**src/rtl/ucode_offset_sequencer_pkg.sv**
```systemverilog
// Shared types and width helpers for the uCode row-offset sequencer.
// Types here are sized for the default 32-row / 4-channel configuration.
package pkg_ucode_sequencer;

  localparam int unsigned DEF_ROWS_PER_HDVECT = 32;
  localparam int unsigned DEF_NUM_CHANNELS    = 4;

  function automatic int unsigned offset_width(input int unsigned rows);
    return $clog2(rows);
  endfunction

  function automatic int unsigned ch_width(input int unsigned chans);
    return (chans <= 1) ? 1 : $clog2(chans);
  endfunction

  localparam int unsigned DEF_OFFSET_W = offset_width(DEF_ROWS_PER_HDVECT);
  localparam int unsigned DEF_LEN_W    = offset_width(DEF_ROWS_PER_HDVECT + 1);
  localparam int unsigned DEF_CH_W     = ch_width(DEF_NUM_CHANNELS);

  typedef logic [DEF_OFFSET_W-1:0] offset_t;
  typedef logic [DEF_LEN_W-1:0]    len_t;
  typedef logic [DEF_CH_W-1:0]     channel_t;

  typedef struct packed {
    offset_t  offset;
    len_t     len;
    offset_t  stride;
    channel_t channel;
    logic     reverse;
  } ucode_offs_cmd_t;

  typedef enum logic {
    ST_IDLE = 1'b0,
    ST_RUN  = 1'b1
  } ucode_offs_state_e;

endpackage

```
**src/rtl/ucode_offset_wrap_add.sv**
```systemverilog
// Combinational add/subtract of two row offsets, wrapped into [0, ROWS).
// Operands must already be < ROWS, so one correction step is enough.
module ucode_offset_wrap_add
  import pkg_ucode_sequencer::*;
#(
  parameter  int unsigned ROWS = 32,
  localparam int unsigned W    = offset_width(ROWS)
) (
  input  logic [W-1:0] a_i,
  input  logic [W-1:0] b_i,
  input  logic         sub_i,
  output logic [W-1:0] y_o
);

  localparam logic [W:0] ROWS_V = (W+1)'(ROWS);

  logic [W:0] sum;
  logic [W:0] diff;

  // One extra bit catches both the overflow past ROWS and the borrow below 0.
  always_comb begin
    sum  = {1'b0, a_i} + {1'b0, b_i};
    diff = {1'b0, a_i} - {1'b0, b_i};
    if (sub_i) begin
      y_o = diff[W] ? W'(diff + ROWS_V) : diff[W-1:0];
    end else begin
      y_o = (sum >= ROWS_V) ? W'(sum - ROWS_V) : sum[W-1:0];
    end
  end

endmodule

```
**src/rtl/ucode_offset_sequencer.sv**
```systemverilog
// Streams a strided, wrapped walk of row offsets for one command at a time.
// Downward walks are available when UCODE_SEQ_REVERSE_EN is defined.
module ucode_offset_sequencer
  import pkg_ucode_sequencer::*;
#(
  parameter  int unsigned ROWS_PER_HDVECT = 32,
  parameter  int unsigned NUM_CHANNELS    = 4,
  localparam int unsigned OFFSET_W        = offset_width(ROWS_PER_HDVECT),
  localparam int unsigned LEN_W           = offset_width(ROWS_PER_HDVECT + 1),
  localparam int unsigned CH_W            = ch_width(NUM_CHANNELS)
) (
  input  logic                clk_i,
  input  logic                rst_i,
  input  logic                clear_i,
  input  logic                cmd_valid_i,
  output logic                cmd_ready_o,
  input  logic [OFFSET_W-1:0] cmd_offset_i,
  input  logic [LEN_W-1:0]    cmd_len_i,
  input  logic [OFFSET_W-1:0] cmd_stride_i,
  input  logic [CH_W-1:0]     cmd_channel_i,
  input  logic                cmd_reverse_i,
  output logic                offs_valid_o,
  input  logic                offs_ready_i,
  output logic [OFFSET_W-1:0] offs_o,
  output logic [CH_W-1:0]     offs_channel_o,
  output logic                offs_last_o,
  output logic                busy_o
);

  typedef logic [OFFSET_W-1:0] row_t;
  typedef logic [LEN_W-1:0]    cnt_t;
  typedef logic [CH_W-1:0]     chan_t;

  // offset holds the current beat and len the beats still to send.
  typedef struct packed {
    row_t  offset;
    cnt_t  len;
    row_t  stride;
    chan_t channel;
    logic  reverse;
  } seq_cmd_t;

  ucode_offs_state_e state_q, state_d;
  seq_cmd_t          cmd_q, cmd_d;
  row_t              next_offs;
  logic              reverse_in;

`ifdef UCODE_SEQ_REVERSE_EN
  assign reverse_in = cmd_reverse_i;
`else
  logic unused_reverse;
  assign unused_reverse = cmd_reverse_i;
  assign reverse_in     = 1'b0;
`endif

  ucode_offset_wrap_add #(
    .ROWS (ROWS_PER_HDVECT)
  ) u_wrap_add (
    .a_i   (cmd_q.offset),
    .b_i   (cmd_q.stride),
    .sub_i (cmd_q.reverse),
    .y_o   (next_offs)
  );

  always_ff @(posedge clk_i or posedge rst_i) begin
    if (rst_i) begin
      state_q <= ST_IDLE;
      cmd_q   <= '0;
    end else begin
      state_q <= state_d;
      cmd_q   <= cmd_d;
    end
  end

  // Clear overrides any handshake decided above it in the same cycle.
  always_comb begin
    state_d      = state_q;
    cmd_d        = cmd_q;
    cmd_ready_o  = 1'b0;
    offs_valid_o = 1'b0;
    unique case (state_q)
      ST_IDLE: begin
        cmd_ready_o = 1'b1;
        if (cmd_valid_i && (cmd_len_i != '0)) begin
          cmd_d.offset  = cmd_offset_i;
          cmd_d.len     = cmd_len_i;
          cmd_d.stride  = cmd_stride_i;
          cmd_d.channel = cmd_channel_i;
          cmd_d.reverse = reverse_in;
          state_d       = ST_RUN;
        end
      end
      ST_RUN: begin
        offs_valid_o = 1'b1;
        if (offs_ready_i) begin
          cmd_d.offset = next_offs;
          cmd_d.len    = cmd_q.len - LEN_W'(1);
          if (cmd_q.len == LEN_W'(1)) begin
            state_d = ST_IDLE;
          end
        end
      end
      default: state_d = ST_IDLE;
    endcase
    if (clear_i) begin
      state_d = ST_IDLE;
    end
  end

  assign offs_o         = cmd_q.offset;
  assign offs_channel_o = cmd_q.channel;
  assign offs_last_o    = (state_q == ST_RUN) && (cmd_q.len == LEN_W'(1));
  assign busy_o         = (state_q == ST_RUN);

  a_cmd_legal: assert property (@(posedge clk_i) disable iff (rst_i)
    (cmd_valid_i && cmd_ready_o && !clear_i) |->
      (({1'b0, cmd_offset_i} < (OFFSET_W+1)'(ROWS_PER_HDVECT)) &&
       ({1'b0, cmd_stride_i} < (OFFSET_W+1)'(ROWS_PER_HDVECT)) &&
       ((OFFSET_W+1)'(cmd_len_i) <= (OFFSET_W+1)'(ROWS_PER_HDVECT)) &&
       ({1'b0, cmd_channel_i} < (CH_W+1)'(NUM_CHANNELS))));

endmodule

```
**config.mk**
```make
export PLATFORM = sky130hd
export DESIGN_NAME = ucode_offset_sequencer
export DESIGN_NICKNAME = d
export VERILOG_FILES = /design/src/rtl/ucode_offset_sequencer_pkg.sv /design/src/rtl/ucode_offset_wrap_add.sv /design/src/rtl/ucode_offset_sequencer.sv
export SDC_FILE = /design/constraint.sdc
export NUM_CORES = 1
export LEC_CHECK = 0
export ABC_CLOCK_PERIOD_IN_PS = 5500
export CORE_AREA = 8 8 57 59
export CTS_CLUSTER_SIZE = 16
export DETAILED_ROUTE_END_ITERATION = 10
export DIE_AREA = 0 0 65 67
export PLACE_DENSITY_LB_ADDON = 0.15
export SYNTH_ARGS = -nofsm -noshare
export SYNTH_HDL_FRONTEND = slang
export SYNTH_SLANG_ARGS = --single-unit
```
**constraint.sdc**
```tcl
create_clock -name clk_i -period 5.5 [get_ports clk_i]
set_input_delay 0.55 -clock clk_i [delete_from_list [all_inputs] [get_ports clk_i]]
set_output_delay 0.55 -clock clk_i [all_outputs]
set_load 0.01 [all_outputs]
```
==> out/metrics.cfg, run 1 <==
[run_status]
status=completed

[sta]
fin_crit_sh_pct=43.8
fin_skew_ns=0.00817
final-hold-violation-count=0
max_slew_margin_pct=50.4
fmax_ghz=0.415
fin_crit_ns=2.41
tightest_slew_ns=0.744
finalMaxSlewViolations=0
rsz0062_at_grt=false
setup_tns_ns=0
setup_viol=0

[clock_network]
insertion_delay_ns=0.30
path_clk_slew_ns=0.12
cts_sinks=19
htree_levels=1
cts_buffers=3
ctsResizeCount=0
post_cts_buffers=0
root_buffer=clkbuf_4
cts_tree=yes
clk_path_buf_depth=2
cts_hold_buf=0

[worst_setup_path]
crit_buf_inv=1
cp.required_ns=5.74
arrival_ns=2.65
crit_family=compound AO/OA/AOI/OAI gates
cp-start-kind=input pin
r2r-start=busy_o
reg2regPathDepth=5
r2r_end=offs_o[4]
worstSetupPathType=in2reg
reg2reg_slack_ns=3.19
worstPathCellList=clkdlybuf4s50_1, or4_1, o31a_1, a21oi_4, a31o_1, a221o_1
cpMaxStageDelayCell=or4_1
cpPeakStageDelay_ns=0.54
cp_max_fo=16
endpoint_kind=register

[detailed_routing]
drc_errors=0
antenna_left=0
dr.first_iter.drc_count=57
dr.pass1.iters=4
route.vias.total=881
routedWlPerCell_um=15.0
wl_um=2470
avgViaCountPerCell=5.34

[synth]
syn_nets=141
syn_inst=110
synth_top_family_by_area=compound AO/OA/AOI/OAI gates
ys_ff_latch=19
synth_xor_xnor_area_share_pct=3.89
synth_cell_types=31
synthTopCellsByArea=dfrtp_1, ha_1, a221o_1, mux2_2, buf_4
synthSimpleGateAreaFrac_pct=12.3
synth_compound_area_share_pct=15.0
syn_area_um2=1120
ys_seq_area_share_pct=42.3
synth_top_cell_area_share_pct=42.3
synthMuxAreaShare_pct=6.90
synth_fa_ha_area_share_pct=8.45
syn_avg_cell_area_um2=10.2
synth_top_area_cell=dfrtp_1
synth_warnings=0

[global_route]
grt_max_degree=20
antenna_found_initial=0
grt_pass1_vias=938
grt_pass1_wl_um=4180
gr-usage-all-layers_pct=12.3
grt_overflow=0

[pwr]
p_per_area_nw_per_um2=303
ir_drop_mv=0.199
p_leak_uw=0.000617

[final_layout]
instances_no_fill=165
antenna_cells=0
syn2layout_area_growth_pct=26.7
layout-drive-gt1-share_pct=8.15
nFillCells=225
design.final.nets=167

[floorplanning]
start_util_pct=47.6
die-area_um2=4360
die_h_um=67
core_area_um2=2360
num_rows=18
io_pins=35
die_x_um=65

[placed_design]
port_buffers=33
dp_cells=161
globalplace.congestion=0.857
dp_hpwl_um=1880

[worst_hold_path]
hold-path-endpoint=offs_channel_o[1]
min_path_cells=1
worstHoldStart=offs_channel_o[1]
hold_path_class=reg2reg

[flow_run]
drv_cap=0

[kinds of logic after synthesis]
group                    Yosys count
AND/OR/NAND/NOR                   32
AO/OA/AOI/OAI                     20
XOR/XNOR                           5
buffers and inverters             20
flip-flops                        19
adder cells (fa/ha/maj)            7
multiplexers                       7
[routing by layer]
| layer | up-vias | GRT usage [%] | part of all wire (%) |
|---|---|---|---|
| met5 | - | 0 | 0 |
| met4 | 0 | 4.63 | 0.61 |
| met3 | 2 | 6.38 | 9.6 |
| met2 | 28 | 21.0 | 49 |
| met1 | 422 | 12.5 | 41 |
| li1 | 429 | - | - |
[registers in the layout (all words and copies together) (netlist names)]
name,flops
busy_o,1
cmd_q,11
offs_o,5
offs_channel_o,2
[worst max-delay path by stage]
stage / from / end / slack (ns) / cells after the start
finish: cmd_len_i[2] / offs_o[4] / 3.09 / 6
detailed placement: cmd_len_i[2] / offs_o[4] / 2.76 / 6
global route: cmd_len_i[2] / cmd_q[13] / 3.01 / 6
floorplan: cmd_len_i[2] / offs_o[4] / 3.49 / 5
CTS: cmd_len_i[2] / offs_o[4] / 3.08 / 6
global placement: cmd_len_i[2] / offs_o[4] / 2.75 / 6
[stage by stage]
stage          util (%)  power (uW)  hold slack, ns  area, um^2  worst slack (ns)
2_1_floorplan         -         315           0.476        1120              3.49
3_3_place_gp       59.1         358           0.491        1400              2.75
3_5_place_dp       59.1         363           0.496        1400              2.76
4_1_cts            60.3         440           0.525        1430              3.08
5_1_grt            60.3         469           0.549        1430              3.01
6_report           60.3         432           0.520        1430              3.09
[synthesized netlist by cell type]
cell	n
dfrtp_1	19
nor2_1	14
nand2_1	9
buf_4	8
inv_1	8
a221o_1	7
ha_1	6
mux2_2	6
a21oi_1	4
nand3_1	3
xor2_1	3
nor3_1	2
o21ai_0	2
xnor2_1	2
a21o_1	1
a21oi_4	1
a222oi_1	1
a31o_1	1
a32oi_1	1
and2b_1	1
buf_2	1
buf_6	1
buf_8	1
clkbuf_1	1
fa_1	1
mux2i_1	1
nand2b_1	1
nand4_1	1
o221ai_1	1
o31a_1	1
or4_1	1
[area by class of cell]
cell class / count / area [um^2] / area share, %
sequential: 19 / 475 / 33.4
inverter: 8 / 30.0 / 2.11
timing repair buffer: 33 / 330 / 23.2
clock buffer: 3 / 22.5 / 1.58
clock inverter: 1 / 5.00 / 0.351
multi-input combinational: 71 / 524 / 36.8
tap: 30 / 37.5 / 2.63
[layout by cell type (no fill, tap or decap), drive strengths merged, types with 2 or more instances in the layout]
master	count
a21oi	5
a221o	7
clkbuf	3
clkdlybuf4s50	33
dfrtp	19
ha	6
inv	8
mux2	6
nand2	9
nand3	3
nor2	14
nor3	2
o21ai	2
xnor2	2
xor2	3
[power breakdown]
| part | switching [uW] | internal (uW) | leakage (uW) |
|---|---|---|---|
| combinational | 74.7 | 91.9 | 0.000370 |
| sequential | 24.8 | 167 | 0.000229 |
| clock | 46.6 | 27.1 | 0.0000177 |
Power figures use the tool's default switching activity.
==> inputs of run 2 (changes only) <==
--- a/config.mk
+++ b/config.mk
@@ -5,11 +5,11 @@
 export SDC_FILE = /design/constraint.sdc
 export NUM_CORES = 1
 export LEC_CHECK = 0
-export ABC_CLOCK_PERIOD_IN_PS = 5500
-export CORE_AREA = 8 8 57 59
+export ABC_CLOCK_PERIOD_IN_PS = 2200
+export CORE_AREA = 8 8 62 64
 export CTS_CLUSTER_SIZE = 16
 export DETAILED_ROUTE_END_ITERATION = 10
-export DIE_AREA = 0 0 65 67
+export DIE_AREA = 0 0 70 72
 export PLACE_DENSITY_LB_ADDON = 0.15
 export SYNTH_ARGS = -nofsm -noshare
 export SYNTH_HDL_FRONTEND = slang
==> constraint.sdc (replaced) <==
create_clock -name clk_i -period 2.2 [get_ports clk_i]
set_input_delay 0.22 -clock clk_i [delete_from_list [all_inputs] [get_ports clk_i]]
set_output_delay 0.22 -clock clk_i [all_outputs]
set_load 0.01 [all_outputs]
==> run 2 against run 1 <==
First-iteration DRC count fell by 49%. Clock power rose by 150%. Worst setup slack got worse by 2.9 ns. Critical endpoint unchanged. Highest routed layer unchanged.
==> out/metrics.cfg, run 2 (same netlist as run 1, synthesis figures left out) <==
[floorplanning]
die-area_um2=5040
die_x_um=70
start_util_pct=38.8
io_pins=35
num_rows=20
core_area_um2=2900
die_h_um=72

[detailed_routing]
wl_um=2640
dr.first_iter.drc_count=29
avgViaCountPerCell=5.16
antenna_left=0
dr.pass1.iters=4
routedWlPerCell_um=15.2
drc_errors=0
route.vias.total=898

[placed_design]
dp_cells=170
globalplace.congestion=0.849
port_buffers=33
dp_hpwl_um=2080
place_ws_ns=-0.0284

[sta]
finalMaxSlewViolations=0
rsz0062_at_grt=false
layout_setup_ws_ns=0.157
fmax_ghz=0.490
fin_crit_ns=2.04
tightest_slew_ns=0.748
setup_viol=0
fin_skew_ns=0.00863
fin_crit_sh_pct=92.8
final-hold-violation-count=0
setup_tns_ns=0
max_slew_margin_pct=50.1

[final_layout]
antenna_cells=0
syn2layout_area_growth_pct=30.9
instances_no_fill=174
top_register=cmd_q
nFillCells=282
layout.cells.most_common=clkdlybuf4s50_1
largest_register_ffs=11
layout_common_cells=clkdlybuf4s50_1, dfrtp_1, nor2_1, nand2_1, inv_1
layout-drive-gt1-share_pct=11.3
design.final.nets=173

[clock_network]
insertion_delay_ns=0.30
ctsResizeCount=0
cts_sinks=19
cts_tree=yes
htree_levels=1
cts_buffers=3
clk_path_buf_depth=2
cts_hold_buf=0
path_clk_slew_ns=0.12
root_buffer=clkbuf_4
post_cts_buffers=0

[worst_setup_path]
cp.required_ns=2.38
cp-start-kind=register
cpPeakStageDelay_ns=0.39
endpoint_kind=register
r2r-start=cmd_q[3]
reg2reg_slack_ns=0.16
crit_buf_inv=1
worstPathCellList=ha_1, inv_1, fa_1, nand2b_1, a21oi_1, xnor2_1, a31o_1, a221o_1
arrival_ns=2.23
crit_family=compound AO/OA/AOI/OAI gates
cpMaxStageDelayCell=dfrtp_1
r2r_end=offs_o[4]
cp_max_fo=2
worstSetupPathType=reg2reg
reg2regPathDepth=8

[flow_run]
drv_cap=0

[global_route]
grt_overflow=0
gr-usage-all-layers_pct=10.9
antenna_found_initial=0
grt_pass1_vias=963
grt_max_degree=20
grt_pass1_wl_um=4570

[pwr]
ir_drop_mv=0.470
p_per_area_nw_per_um2=745
p_leak_uw=0.000644

[worst_hold_path]
hold_path_class=in2async

[run_status]
status=completed

==> run 2: changes by cell type in the layout (fill, tap and decap cells not counted) <==
cell / delta
clkbuf_1: +1
buf_4: +6
clkinv_2: -1
==> run 2: metal layers <==
| layer | track usage, % | wire [um] | vias up |
|---|---|---|---|
| li1 | - | - | 439 |
| met4 | 4.02 | 18 | 0 |
| met1 | 14.2 | 1270 | 428 |
| met5 | 0 | 0 | - |
| met2 | 16.9 | 1190 | 29 |
| met3 | 2.73 | 159 | 2 |
==> run 2: worst register-to-register path: cells and delay by family (launching register included) <==
kind	cells	cell delay, ns
buf+inv	1	0.05
xor+xnor	1	0.10
compound gates	3	0.66
fa+ha+maj	2	0.57
flops	1	0.39
simple gates	1	0.16
==> run 2: report_power, final <==
part           internal, uW  switching [uW]  leakage, uW
clock                  70.5             111    0.0000150
combinational           243             193     0.000400
sequential              417            62.9     0.000229
total                   730             367     0.000644
==> run 2: cell type report <==
class	count	area [um^2]	area share [%]
timing repair buffer	39	375	25.5
inverter	8	30.0	2.04
tap	33	41.3	2.80
multi-input combinational	71	524	35.6
clock buffer	4	26.3	1.78
sequential	19	475	32.3
==> run 2: how the worst max path moves through the flow <==
stage                         to  cells after the start  slack [ns]          from
2_1_floorplan          offs_o[4]                      8        0.29     offs_o[0]
3_3_place_gp   offs_channel_o[1]                      5     0.00004  cmd_len_i[2]
3_5_place_dp   offs_channel_o[1]                      5       -0.03  cmd_len_i[2]
4_1_cts                offs_o[4]                      8        0.15      cmd_q[3]
5_1_grt                offs_o[4]                      8        0.03      cmd_q[3]
6_report               offs_o[4]                      8        0.16      cmd_q[3]
==> run 2: through the flow <==
stage | hold WS [ns] | total power (uW) | util, % | area, um^2
final | 0.334 | 1100 | 50.7 | 1470
after floorplan | 0.171 | 788 | - | 1120
after global routing | 0.416 | 1180 | 50.7 | 1470
after CTS | 0.379 | 1110 | 50.7 | 1470
after detailed placement | 0.507 | 926 | 49.8 | 1450
after global placement | 0.484 | 912 | 49.8 | 1450
==> inputs of run 3 (changes only) <==
--- a/config.mk
+++ b/config.mk
@@ -10,6 +10,7 @@
 export CTS_CLUSTER_SIZE = 16
 export DETAILED_ROUTE_END_ITERATION = 10
 export DIE_AREA = 0 0 70 72
+export GPL_TIMING_DRIVEN = 0
 export PLACE_DENSITY_LB_ADDON = 0.15
 export SYNTH_ARGS = -nofsm -noshare
 export SYNTH_HDL_FRONTEND = slang
==> run 3 against run 2 <==
Core utilization grew 1.7 points. Global-route usage fell by 0.44 points. Total power increased by 3.4%. First-iteration DRC count down 6.9%. Hold slack improved by 0.0090 ns. Largest power group unchanged.
==> out/metrics.cfg, run 3 (same netlist as run 1, synthesis figures left out) <==
[sta]
setup_tns_ns=0
rsz0062_at_grt=false
final-hold-violation-count=0
tightest_slew_ns=0.769
fin_skew_ns=0.00297
finalMaxSlewViolations=0
max_slew_margin_pct=48.7
whs_ns=0.344
fmax_ghz=0.486
fin_crit_ns=2.06
fin_crit_sh_pct=93.6
setup_viol=0

[pwr]
p_sw_uw=373
pwr-share-seq_pct=42.4
ir_drop_mv=0.366
sw_frac_of_total_pct=32.9
clkPwrFrac_pct=16.1
combPwrFrac_pct=41.5
p_per_area_nw_per_um2=745
intPower_uw=762
p_leak_uw=0.000673

[detailed_routing]
routedWlPerCell_um=14.0
wl_um=2520
antenna_left=0
route.vias.total=918
dr.pass1.iters=6
avgViaCountPerCell=5.10
dr.first_iter.drc_count=27
drc_errors=0

[floorplanning]
num_rows=20
start_util_pct=38.8
die-area_um2=5040
io_pins=35
die_h_um=72
core_area_um2=2900
die_x_um=70

[final_layout]
top_register=cmd_q
design.final.nets=179
layout_common_cells=clkdlybuf4s50_1, dfrtp_1, nor2_1, nand2_1
layout.cells.most_common=clkdlybuf4s50_1
final_area_um2=1520
layout-drive-gt1-share_pct=14.3
syn2layout_area_growth_pct=35.4
antenna_cells=0
largest_register_ffs=11

[worst_setup_path]
cp.required_ns=2.39
cp-start-kind=register
arrival_ns=2.25
cp_max_fo=3
endpoint_kind=register
reg2regPathDepth=8
worstSetupPathType=reg2reg

[clock_network]
path_clk_slew_ns=0.11
cts_sinks=19
root_buffer=clkbuf_4
post_cts_buffers=0
ctsResizeCount=0
clk_path_buf_depth=2
insertion_delay_ns=0.30
htree_levels=1
cts_tree=yes
cts_hold_buf=0
cts_buffers=3

[global_route]
antenna_found_initial=0
grt_pass1_wl_um=4490
grt_overflow=0
gr-usage-all-layers_pct=10.4
grt_pass1_vias=981
grt_max_degree=20

[placed_design]
globalplace.congestion=0.815
dp_hpwl_um=1980
port_buffers=33
placed_cell_area_um2=1500

[run_status]
status=completed

[worst_hold_path]
hold_path_class=in2async

[flow_run]
drv_cap=0

run 3: cell types whose count changed in the layout (fill, tap and decap cells not counted):
cell | previous run | this run
buf_2 | 0 | 1
buf_4 | 6 | 8
buf_6 | 0 | 1
buf_8 | 0 | 1
clkbuf_1 | 1 | 2
run 3: cell type report:
cell class	count	area (um^2)
fillers	277	1380
multi-input cells	71	524
flip-flops and latches	19	475
repair buffers	33	330
plain buffers	12	95.1
well taps	33	41.3
inverters	8	30.0
clock buffers	4	26.3
run 3: path summary, 6_finish.rpt:
kind / slack [ns] / to / start
max: 0.14 / offs_o[4] / offs_o[0]
min: 0.34 / offs_channel_o[1] / rst_i
max reg2reg: 0.14 / offs_o[4] / offs_o[0]
min reg2reg: 0.52 / offs_channel_o[0] / offs_channel_o[0]
max in group asynchronous: 1.37 / cmd_q[6] / rst_i
min in group clk_i: 0.45 / busy_o / clear_i
run 3: power by group through the flow:
stage               Combinational, uW  Clock (uW)  Sequential, uW
global route                      524         206             492
finish                            471         183             481
CTS                               478         191             480
floorplan                         318           0             470
global placement                  463           0             483
detailed placement                476           0             487
run 3: per-layer routing:
metal / GRT usage (%) / wire length, um
met3: 3.00 / 134
met2: 17.5 / 1190
met5: 0 / 0
met4: 2.68 / 16
met1: 12.8 / 1190
run 3: worst max-delay path, cell delays in order (launching register included):
cell and delay (ns):
dfrtp_1 0.39, ha_1 0.18, inv_1 0.05, fa_1 0.40, nand2b_1 0.16, a21oi_1 0.17, xnor2_1 0.11, a31o_1 0.22
a221o_1 0.28
run 3: through the flow:
step	setup slack [ns]	total power [uW]	util [%]	instances
after floorplan	0.290	788	-	110
after global placement	0.00205	946	51.6	176
after detailed placement	0.0142	962	51.6	176
after CTS	0.138	1150	52.5	180
after global routing	0.0511	1220	52.5	180
final	0.141	1140	52.5	180
